==> src/rtl/reflet_power_manager_ext_pkg.sv <==
// Shared definitions for the Reflet power manager: register offsets,
// CTRL/STATUS field layout, power-state encoding and register-window size.
package reflet_power_manager_ext_pkg;

  localparam logic [3:0] OFF_CTRL   = 4'd0;
  localparam logic [3:0] OFF_POWER  = 4'd1;
  localparam logic [3:0] OFF_MASK   = 4'd2;
  localparam logic [3:0] OFF_STATUS = 4'd3;
  localparam logic [3:0] OFF_RELOAD = 4'd4;

  localparam int CTRL_SLEEP = 0;

  typedef enum logic [1:0] {
    ST_RUN      = 2'd0,
    ST_LOWPOWER = 2'd1,
    ST_SLEEP    = 2'd2
  } pm_state_t;

  // Bit 0 is the last member of each struct.
  typedef struct packed {
    logic timer_en;
    logic lowpower;
    logic sleep;
  } ctrl_t;

  typedef struct packed {
    logic by_ctrl;
    logic by_timer;
    logic by_irq;
  } status_t;

  function automatic int unsigned reg_count(input int unsigned timer_width);
    return 4 + timer_width / 8;
  endfunction

endpackage

==> src/rtl/reflet_power_manager_ext_if.sv <==
// Byte-wide peripheral bus seen by the power manager.
// Reads are combinational; writes land on the sampling edge; no backpressure.
interface reflet_power_manager_ext_if #(
  parameter int unsigned addr_w = 16
);
  logic              enable;
  logic [addr_w-1:0] addr;
  logic              write_en;
  logic [7:0]        data_in;
  logic [7:0]        data_out;

  modport master (output enable, addr, write_en, data_in, input data_out);
  modport slave  (input enable, addr, write_en, data_in, output data_out);
endinterface

==> src/rtl/reflet_power_wake_timer.sv <==
// Prescaled, reloadable down-counter for timed wake from sleep.
// expired is combinational in the tick cycle where the count is already 0; no backpressure.
module reflet_power_wake_timer #(
  parameter int unsigned timer_width = 16,
  parameter int unsigned prescale    = 1
) (
  input  logic                   clk,
  input  logic                   reset,
  input  logic                   load,
  input  logic [timer_width-1:0] load_val,
  input  logic                   en,
  output logic                   expired
);
  localparam int unsigned PW = (prescale > 1) ? $clog2(prescale) : 1;
  localparam logic [PW-1:0] PRE_LAST = PW'(prescale - 1);

  logic [PW-1:0]          pre_q, pre_d;
  logic [timer_width-1:0] cnt_q, cnt_d;
  logic                   tick;

  assign tick    = en && (pre_q == PRE_LAST);
  assign expired = tick && (cnt_q == '0);

  always_comb begin
    pre_d = pre_q;
    cnt_d = cnt_q;
    if (load) begin
      pre_d = '0;
      cnt_d = load_val;
    end else if (en) begin
      if (tick) begin
        pre_d = '0;
        // Holding at zero keeps expired asserted until the FSM leaves sleep.
        if (cnt_q != '0) cnt_d = cnt_q - 1'b1;
      end else begin
        pre_d = pre_q + 1'b1;
      end
    end
  end

  always_ff @(posedge clk or negedge reset) begin
    if (!reset) begin
      pre_q <= '0;
      cnt_q <= '0;
    end else begin
      pre_q <= pre_d;
      cnt_q <= cnt_d;
    end
  end

endmodule

==> src/rtl/reflet_power_manager_ext.sv <==
// Reflet power manager: sleep until masked interrupt / wake timer / CTRL write, or PWM-throttle the CPU.
// Register writes act at the sampling edge, cpu_enable follows one cycle later; bus has no backpressure.
module reflet_power_manager_ext
  import reflet_power_manager_ext_pkg::*;
#(
  parameter int unsigned               base_addr_size = 16,
  parameter logic [base_addr_size-1:0] base_addr      = 16'hFF1F,
  parameter int unsigned               int_count      = 4,
  parameter int unsigned               timer_width    = 16,
  parameter int unsigned               prescale       = 1
) (
  input  logic                     clk,
  input  logic                     reset,
  reflet_power_manager_ext_if.slave bus,
  input  logic [int_count-1:0]     cpu_interrupts,
  output logic                     cpu_enable,
  output logic                     sleeping
);
  localparam int NBYTES = int'(timer_width / 8);
  localparam logic [base_addr_size-1:0] NREG = base_addr_size'(reg_count(timer_width));

  logic [base_addr_size-1:0] offset;
  logic [3:0]                idx;
  logic                      sel;
  logic                      wr;
  logic                      wr_ctrl;
  logic                      wr_status;
  logic [7:0]                rd_dat;

  pm_state_t              state_q, state_d;
  ctrl_t                  ctrl_q, ctrl_d;
  status_t                status_q, status_d;
  status_t                wake;
  logic [7:0]             power_q, power_d;
  logic [int_count-1:0]   mask_q, mask_d;
  logic [timer_width-1:0] reload_q, reload_d;
  logic [7:0]             pwm_cnt_q, pwm_cnt_d;
  logic                   pwm_out;
  logic                   timer_load;
  logic                   timer_en;
  logic                   tmr_expired;

  // Addresses below base_addr wrap to large offsets and fall outside the window.
  assign offset    = bus.addr - base_addr;
  assign sel       = bus.enable && (offset < NREG);
  assign idx       = offset[3:0];
  assign wr        = sel && bus.write_en;
  assign wr_ctrl   = wr && (idx == OFF_CTRL);
  assign wr_status = wr && (idx == OFF_STATUS);

  // Plain data registers and the free-running PWM counter.
  always_comb begin
    power_d   = power_q;
    mask_d    = mask_q;
    reload_d  = reload_q;
    pwm_cnt_d = pwm_cnt_q + 8'd1;
    if (wr && idx == OFF_POWER) power_d = bus.data_in;
    if (wr && idx == OFF_MASK)  mask_d  = bus.data_in[int_count-1:0];
    for (int i = 0; i < NBYTES; i++) begin
      if (wr && idx == OFF_RELOAD + 4'(i)) reload_d[8*i +: 8] = bus.data_in;
    end
  end

  assign pwm_out = (pwm_cnt_q <= power_q);

  // Power-state FSM; owns CTRL and STATUS because wake events modify both.
  always_comb begin
    state_d    = state_q;
    ctrl_d     = ctrl_q;
    status_d   = status_q;
    wake       = '0;
    timer_load = 1'b0;
    if (wr_ctrl)   ctrl_d   = ctrl_t'(bus.data_in[2:0]);
    if (wr_status) status_d = status_q & ~status_t'(bus.data_in[2:0]);
    case (state_q)
      ST_SLEEP: begin
        wake.by_irq   = |(mask_q & cpu_interrupts);
        wake.by_timer = tmr_expired;
        wake.by_ctrl  = wr_ctrl && !bus.data_in[CTRL_SLEEP];
        if (|wake) begin
          ctrl_d.sleep = 1'b0;
          state_d      = ctrl_d.lowpower ? ST_LOWPOWER : ST_RUN;
        end
      end
      default: begin
        if (wr_ctrl && bus.data_in[CTRL_SLEEP]) begin
          state_d    = ST_SLEEP;
          timer_load = 1'b1;
        end else begin
          state_d = ctrl_d.lowpower ? ST_LOWPOWER : ST_RUN;
        end
      end
    endcase
    // Wake causes are OR-ed after the W1C so a same-cycle set always survives.
    status_d = status_d | wake;
  end

  assign timer_en = (state_q == ST_SLEEP) && ctrl_q.timer_en;

  reflet_power_wake_timer #(
    .timer_width (timer_width),
    .prescale    (prescale)
  ) u_wake_timer (
    .clk      (clk),
    .reset    (reset),
    .load     (timer_load),
    .load_val (reload_q),
    .en       (timer_en),
    .expired  (tmr_expired)
  );

  always_comb begin
    rd_dat = 8'h00;
    case (idx)
      OFF_CTRL:   rd_dat = {5'b0, ctrl_q};
      OFF_POWER:  rd_dat = power_q;
      OFF_MASK:   rd_dat = 8'(mask_q);
      OFF_STATUS: rd_dat = {5'b0, status_q};
      default: begin
        for (int i = 0; i < NBYTES; i++) begin
          if (idx == OFF_RELOAD + 4'(i)) rd_dat = reload_q[8*i +: 8];
        end
      end
    endcase
  end

  assign bus.data_out = sel ? rd_dat : 8'h00;

  always_comb begin
    cpu_enable = 1'b1;
    case (state_q)
      ST_LOWPOWER: cpu_enable = pwm_out;
      ST_SLEEP:    cpu_enable = 1'b0;
      default:     cpu_enable = 1'b1;
    endcase
  end

  assign sleeping = (state_q == ST_SLEEP);

  always_ff @(posedge clk or negedge reset) begin
    if (!reset) begin
      state_q   <= ST_RUN;
      ctrl_q    <= '0;
      status_q  <= '0;
      power_q   <= 8'hFF;
      mask_q    <= '0;
      reload_q  <= '0;
      pwm_cnt_q <= 8'h00;
    end else begin
      state_q   <= state_d;
      ctrl_q    <= ctrl_d;
      status_q  <= status_d;
      power_q   <= power_d;
      mask_q    <= mask_d;
      reload_q  <= reload_d;
      pwm_cnt_q <= pwm_cnt_d;
    end
  end

endmodule

==> src/flat_wrapper.sv <==
// flat-port wrapper written by rule: the top's interface ports become plain ports
module reflet_power_manager_ext_flat import reflet_power_manager_ext_pkg::*;
#(
  parameter int unsigned               base_addr_size = 16,
  parameter logic [base_addr_size-1:0] base_addr      = 16'hFF1F,
  parameter int unsigned               int_count      = 4,
  parameter int unsigned               timer_width    = 16,
  parameter int unsigned               prescale       = 1
)
  (clk, reset, cpu_interrupts, cpu_enable, sleeping, bus_enable, bus_addr, bus_write_en, bus_data_in, bus_data_out);
  reflet_power_manager_ext_if #(.addr_w(16)) bus_i ();
  input  logic clk;
  input  logic reset;
  input  logic [int_count-1:0] cpu_interrupts;
  output logic cpu_enable;
  output logic sleeping;
  input wire logic [$bits(bus_i.enable)-1:0] bus_enable;
  input wire logic [$bits(bus_i.addr)-1:0] bus_addr;
  input wire logic [$bits(bus_i.write_en)-1:0] bus_write_en;
  input wire logic [$bits(bus_i.data_in)-1:0] bus_data_in;
  output wire logic [$bits(bus_i.data_out)-1:0] bus_data_out;
  assign bus_i.enable = bus_enable;
  assign bus_i.addr = bus_addr;
  assign bus_i.write_en = bus_write_en;
  assign bus_i.data_in = bus_data_in;
  assign bus_data_out = bus_i.data_out;
  reflet_power_manager_ext #(.base_addr_size(base_addr_size), .base_addr(base_addr), .int_count(int_count), .timer_width(timer_width), .prescale(prescale)) u_core (.clk(clk), .reset(reset), .bus(bus_i), .cpu_interrupts(cpu_interrupts), .cpu_enable(cpu_enable), .sleeping(sleeping));
endmodule
==> config.mk <==
export PLATFORM = sky130hd
export DESIGN_NAME = reflet_power_manager_ext_flat
export DESIGN_NICKNAME = d
export VERILOG_FILES = /design/src/rtl/reflet_power_manager_ext_pkg.sv /design/src/rtl/reflet_power_manager_ext_if.sv /design/src/rtl/reflet_power_wake_timer.sv /design/src/rtl/reflet_power_manager_ext.sv /design/src/flat_wrapper.sv
export SDC_FILE = /design/constraint.sdc
export NUM_CORES = 1
export LEC_CHECK = 0
export CAP_MARGIN = 20
export CORE_UTILIZATION = 40
export CTS_BUF_LIST = sky130_fd_sc_hd__clkbuf_4
export CTS_CLUSTER_DIAMETER = 120
export CTS_CLUSTER_SIZE = 12
export DETAILED_ROUTE_END_ITERATION = 8
export GPL_TIMING_DRIVEN = 1
export HOLD_SLACK_MARGIN = 0.05
export PLACE_DENSITY_LB_ADDON = 0.15
export SYNTH_ARGS = -nofsm -noshare
export SYNTH_HDL_FRONTEND = slang
export SYNTH_SLANG_ARGS = --single-unit
==> constraint.sdc <==
create_clock -name clk -period 7.6 [get_ports clk]
set_input_delay 1.9 -clock clk [delete_from_list [all_inputs] [get_ports clk]]
set_output_delay 1.9 -clock clk [all_outputs]
set_load 0.02 [all_outputs]
# Word level (Yosys, flattened, before mapping)
# Cells that the tools add are included.
[word_totals]
in_bits = 32
output_inout_bits = 10
wordCells = 79
ff_bits = 61
[op_classes]
bitwise_logic = 5
n_lt_le_gt_ge = 2
reduce_logical = 23
n_eq_ne = 8
muxes = 23
n_addsub = 4
[op_table]
columns = ["operator", "count"]
rows = [
  ["$mux 16", 4],
  ["$pmux 8 s4", 1],
  ["$mux 8", 3],
  ["$logic_not 16->1", 1],
  ["$lt 16x3->1 const B", 1],
  ["$reduce_bool 16->1", 1],
  ["$sub 16x1->16 const B", 1],
  ["$sub 16x16->16 const B", 1],
  ["$logic_and 1x1->1", 13],
  ["$add 8x1->8 const B", 1],
  ["$eq 4x2->1 const B", 2],
  ["$eq 4x3->1 const B", 2],
  ["$le 8x8->1", 1],
  ["$mux 1", 8],
  ["$mux 2", 4],
  ["$mux 3", 2],
  ["$reduce_bool 2->1", 3],
  ["$reduce_or 6->1", 1],
  ["$and 4x4->4", 1],
  ["$eq 4x1->1 const B", 1],
  ["$logic_not 4->1", 1],
  ["$reduce_or 4->1", 1],
  ["$and 3x3->3", 1],
  ["$not 3->3", 1],
  ["other kinds (9)", 9],
]

# Logic depth before layout (Yosys ltp)
[depth]
depth_word = 10
mapped_depth = 10
depth_no_buf = 8

# Hierarchy
# From an unflattened synthesis, not the netlist that was laid out.
[hier_totals]
hier_cells = 373
area_unflattened_um2 = 3828.7
[modules_own_cells]
columns = ["mod", "cells_per_inst", "n_inst", "seq_area_each_um2", "area_each_um2"]
rows = [
  ["reflet_power_manager_ext", 245, 1, 1111.1, 2688.8],
  ["reflet_power_wake_timer", 128, 1, 425.4, 1139.8],
]

# Worst setup path after synthesis
# No wires, ideal clock.
[synth_path]
path_type = "input -> output"
from = "input bus_addr[0]"
to = "output bus_data_out[5]"
required_time_ps = 5700
cell_stages = 7
slack_ps = 2119
arrival_time_ps = 3581
path_buffers = 1
path_cell_list = "ha_1 clkbuf_1 nand2_1 o31ai_1 and2_1 a222oi_1 nor2_1"
[synth_between]
elab_chain_cells = 6
elab_cells_between_ends = 13
cone_classes = "1 x add/sub; 1 x order compare; 5 x eq/ne; 4 x mux; 2 x reduce/logical"
[synth_rtl]
columns = ["item", "line", "rtl"]
rows = [
  ["from (decl)", "flat_wrapper.sv:18", "input wire logic [$bits(bus_i.addr)-1:0] bus_addr;"],
  ["$sub 16x16->16 (*)", "reflet_power_manager_ext.sv:44", "assign offset = bus.addr - base_addr;"],
  ["branches (longest 4 deep; another with $lt 16x3->1)", "-", ""],
  ["$mux 8 (*)", "reflet_power_manager_ext.sv:127", "assign bus.data_out = sel ? rd_dat : 8'h00;"],
  ["to (decl)", "flat_wrapper.sv:21", "output wire logic [$bits(bus_i.data_out)-1:0] bus_data_out;"],
]
# Mark *: on every way between the ends.

# Final worst setup path
[layout_path]
from = "input bus_addr[7]"
to = "output bus_data_out[3]"
[layout_between]
elab_chain_cells = 4
[layout_rtl]
columns = ["item", "line", "rtl"]
rows = [
  ["$sub 16x16->16", "reflet_power_manager_ext.sv:44", ""],
  ["$lt 16x3->1", "reflet_power_manager_ext.sv:45", "assign sel = bus.enable && (offset < NREG);"],
  ["$logic_and 1x1->1", "reflet_power_manager_ext.sv:45", ""],
  ["$mux 8", "reflet_power_manager_ext.sv:127", ""],
]
# No other way between the ends.

==> flow_metrics.env <==
export IMPL_avgViaCountPerCell=5.61
export IMPL_worst_slack_ps=645
export IMPL_design_core_area_sq_mm=0.00885
export IMPL_cts_hold_buffers_added=0
export IMPL_async_flop_share_pct=100
export IMPL_antenna_violations_before_repair=0
export IMPL_floorplan_die_width_um=98.1
export IMPL_htreeDepth=3
export IMPL_grt_max_degree=62
export IMPL_unique_masters_post_synth=57
export IMPL_synth_nets=398
export IMPL_setup_worst_path_class="in -> out"
export IMPL_row_count=34
export IMPL_vias=2844
export IMPL_critical_path_endpoint_type="output port"
export IMPL_clock_root_buffer="sky130_fd_sc_hd__clkbuf_4"
export IMPL_place_worst_setup_slack_ps=640
export IMPL_number_of_synthesis_warnings=0
export IMPL_critPathMaxFanout=8
export IMPL_timing_slew_headroom_pct=24.6
export IMPL_run_status="finished clean"
export IMPL_ys_ff_latch=61
export IMPL_tritoncts="done"
export IMPL_synthesis_area_per_instance_sq_um=10.5
export IMPL_cts_sinks=61
export IMPL_fp_dieH_um=98.1
export IMPL_die_area_sq_mm=0.00962
export IMPL_synth_flop_cell="sky130_fd_sc_hd__dfrtp_1"
export IMPL_clock_skew_ps=25.5
export IMPL_most_frequent_cells_in_the_layout="53 x sky130_fd_sc_hd__dfrtp_1, 40 x sky130_fd_sc_hd__clkdlybuf4s50_1, 36 x sky130_fd_sc_hd__mux2_2"
export IMPL_unrepaired_setup_endpoints_after_global_routing="false"
export IMPL_setup_viol_count_final=0
export IMPL_min_path_type="reg -> reg"
export IMPL_finalWeightedCongestion=0.785
export IMPL_nets=441
export IMPL_finalCritPeriodShare_pct=91.5
export IMPL_whs_ps=480
export IMPL_dp_hpwl_mm=6.39
export IMPL_setup_tns_ps=0
export IMPL_detail_route_antenna_nets=0
export IMPL_post_cts_resized_instances=0
export IMPL_final_min_clock_period_ps=6960
export IMPL_first_global_vias=2696
export IMPL_power_density_mw_per_mm2=133
export IMPL_final_core_util_pct=48.7
export IMPL_post_cts_repair_setup_buffers=0
export IMPL_clk_pin_slew_ps=80
export IMPL_maxCapViolations=0
export IMPL_power_leakage_nw=1.96
export IMPL_finalHoldViolations=0
export IMPL_post_synth_instance_area_sq_mm=0.00369
export IMPL_start_kind="input port"
export IMPL_dr_pass1_iters=5
export IMPL_count_of_inserted_antenna_diode_cells=0
export IMPL_dr_first_iter_drc_count=195
export IMPL_peakVddDrop_mv=0.0956
export IMPL_drcViolationCount=0
export IMPL_initial_utilization_pct=41.7
export IMPL_design_portCount=42
export IMPL_synth_edf_count=0
export IMPL_detail_route_wirelength_mm=8.61
export IMPL_overall_track_demand_over_capacity_in_global_routing_pct=18.7
export IMPL_worstSkewPairLatency_ps=410
export IMPL_placement_io_buffers=41
export IMPL_drive_gt1_share_pct=19.0
export IMPL_area_growth_pct=16.6
export IMPL_required_ps=5700
export IMPL_worst_slew_pin_slew_ps=1130
export IMPL_power_w=0.000573
export IMPL_netlist_instances=351
export IMPL_grt_first_pass_wirelength_mm=14.0
export IMPL_arrival_ps=5060
export IMPL_final_max_slew_violation_count=0
export IMPL_cts_buffers_inserted=9
export IMPL_cts_max_path_buffers=2
export IMPL_layout_cells_most_common="sky130_fd_sc_hd__dfrtp_1"
export IMPL_overflow=0
export IMPL_timing_fmax_ghz=0.144
export IMPL_synth_sequential_area_ratio_pct=41.6
export IMPL_routedWlPerCell_um=17.0
[cells in the mapped netlist, types with 7 or more instances]
cell,count,area (sq um)
sky130_fd_sc_hd__dfrtp_1,53,1330
sky130_fd_sc_hd__xnor2_1,14,123
sky130_fd_sc_hd__a22oi_1,9,67.6
sky130_fd_sc_hd__nor2_1,26,97.6
sky130_fd_sc_hd__dfstp_2,8,210
sky130_fd_sc_hd__and3_1,9,56.3
sky130_fd_sc_hd__inv_1,19,71.3
sky130_fd_sc_hd__mux2_4,7,105
sky130_fd_sc_hd__mux2_2,36,405
sky130_fd_sc_hd__ha_1,15,188
sky130_fd_sc_hd__nand2_1,30,113
sky130_fd_sc_hd__clkbuf_1,7,26.3
sky130_fd_sc_hd__a21oi_1,10,50.1
sky130_fd_sc_hd__a222oi_1,8,80.1
[path summary, 6_finish.rpt]
kind	start	to	slack, ps	cells past startpoint
max in group asynchronous	reset	u_core.mask_q[2]	5430	2
min reg2reg	u_core.pwm_cnt_q[7]	u_core.pwm_cnt_q[7]	480	1
min	u_core.pwm_cnt_q[7]	u_core.pwm_cnt_q[7]	480	1
max	bus_addr[7]	bus_data_out[3]	640	8
min in group asynchronous	reset	u_core.u_wake_timer.cnt_q[6]	1640	2
max reg2reg	u_core.u_wake_timer.cnt_q[4]	u_core.u_wake_timer.cnt_q[15]	5240	6
[kinds of logic (layout without fill, tap and decap cells)]
family | Yosys count | count (layout) | share of synthesized area, %
buf+inv | 31 | 79 | 3.56
fa+ha+maj | 15 | 15 | 5.08
compound gates | 54 | 54 | 11.5
simple gates | 121 | 121 | 18.1
mux | 49 | 49 | 15.4
xor+xnor | 20 | 20 | 4.74
flops | 61 | 61 | 41.6
[registers in the layout, indices dropped and copies added (netlist names)]
register and flops:
u_core.mask_q 4, u_core.u_wake_timer.pre_q 1, u_core.pwm_cnt_q 8, u_core.ctrl_q 3, u_core.state_q 2, u_core.u_wake_timer.cnt_q 16, u_core.reload_q 16, u_core.status_q 3
u_core.power_q 8
[where the power goes]
part | internal [W] | total [W] | switching (W)
sequential | 0.000325 | 0.000325 | 0.0000000149
clock | 0.0000802 | 0.000195 | 0.000115
combinational | 0.0000234 | 0.0000527 | 0.0000293
total | 0.000428 | 0.000573 | 0.000144
[worst max-delay path: stages]
cell                              delay (ps)
sky130_fd_sc_hd__clkdlybuf4s50_1         460
sky130_fd_sc_hd__nor3_1                  550
sky130_fd_sc_hd__o21ai_0                 340
sky130_fd_sc_hd__a211o_1                 410
sky130_fd_sc_hd__a21oi_1                 170
sky130_fd_sc_hd__nand4_1                 360
sky130_fd_sc_hd__nor2_1                  230
sky130_fd_sc_hd__clkdlybuf4s50_1         630
[layer usage]
layer	wire length [um]	global-route usage, %	vias up
li1	-	-	1386
met1	4330	26.4	1405
met2	3920	28.9	46
met3	295	4.58	7
met4	67	4.20	0
met5	0	0	-
[per-stage QoR]
step / std cells / area, sq um
6_report: 507 / 4310
5_1_grt: 507 / 4310
4_1_cts: 507 / 4310
3_5_place_dp: 491 / 4200
3_3_place_gp: 491 / 4200
2_1_floorplan: 351 / 3690
[final cells by class]
class / count / area [sq um]
Multi-Input combinational cell: 259 / 2030
Clock inverter: 3 / 13.8
Clock buffer: 13 / 97.6
Fill cell: 837 / 4540
Tap cell: 108 / 135
Sequential cell: 61 / 1540
Inverter: 19 / 71.3
Timing Repair Buffer: 44 / 428
(Power assumes the default switching activity.)
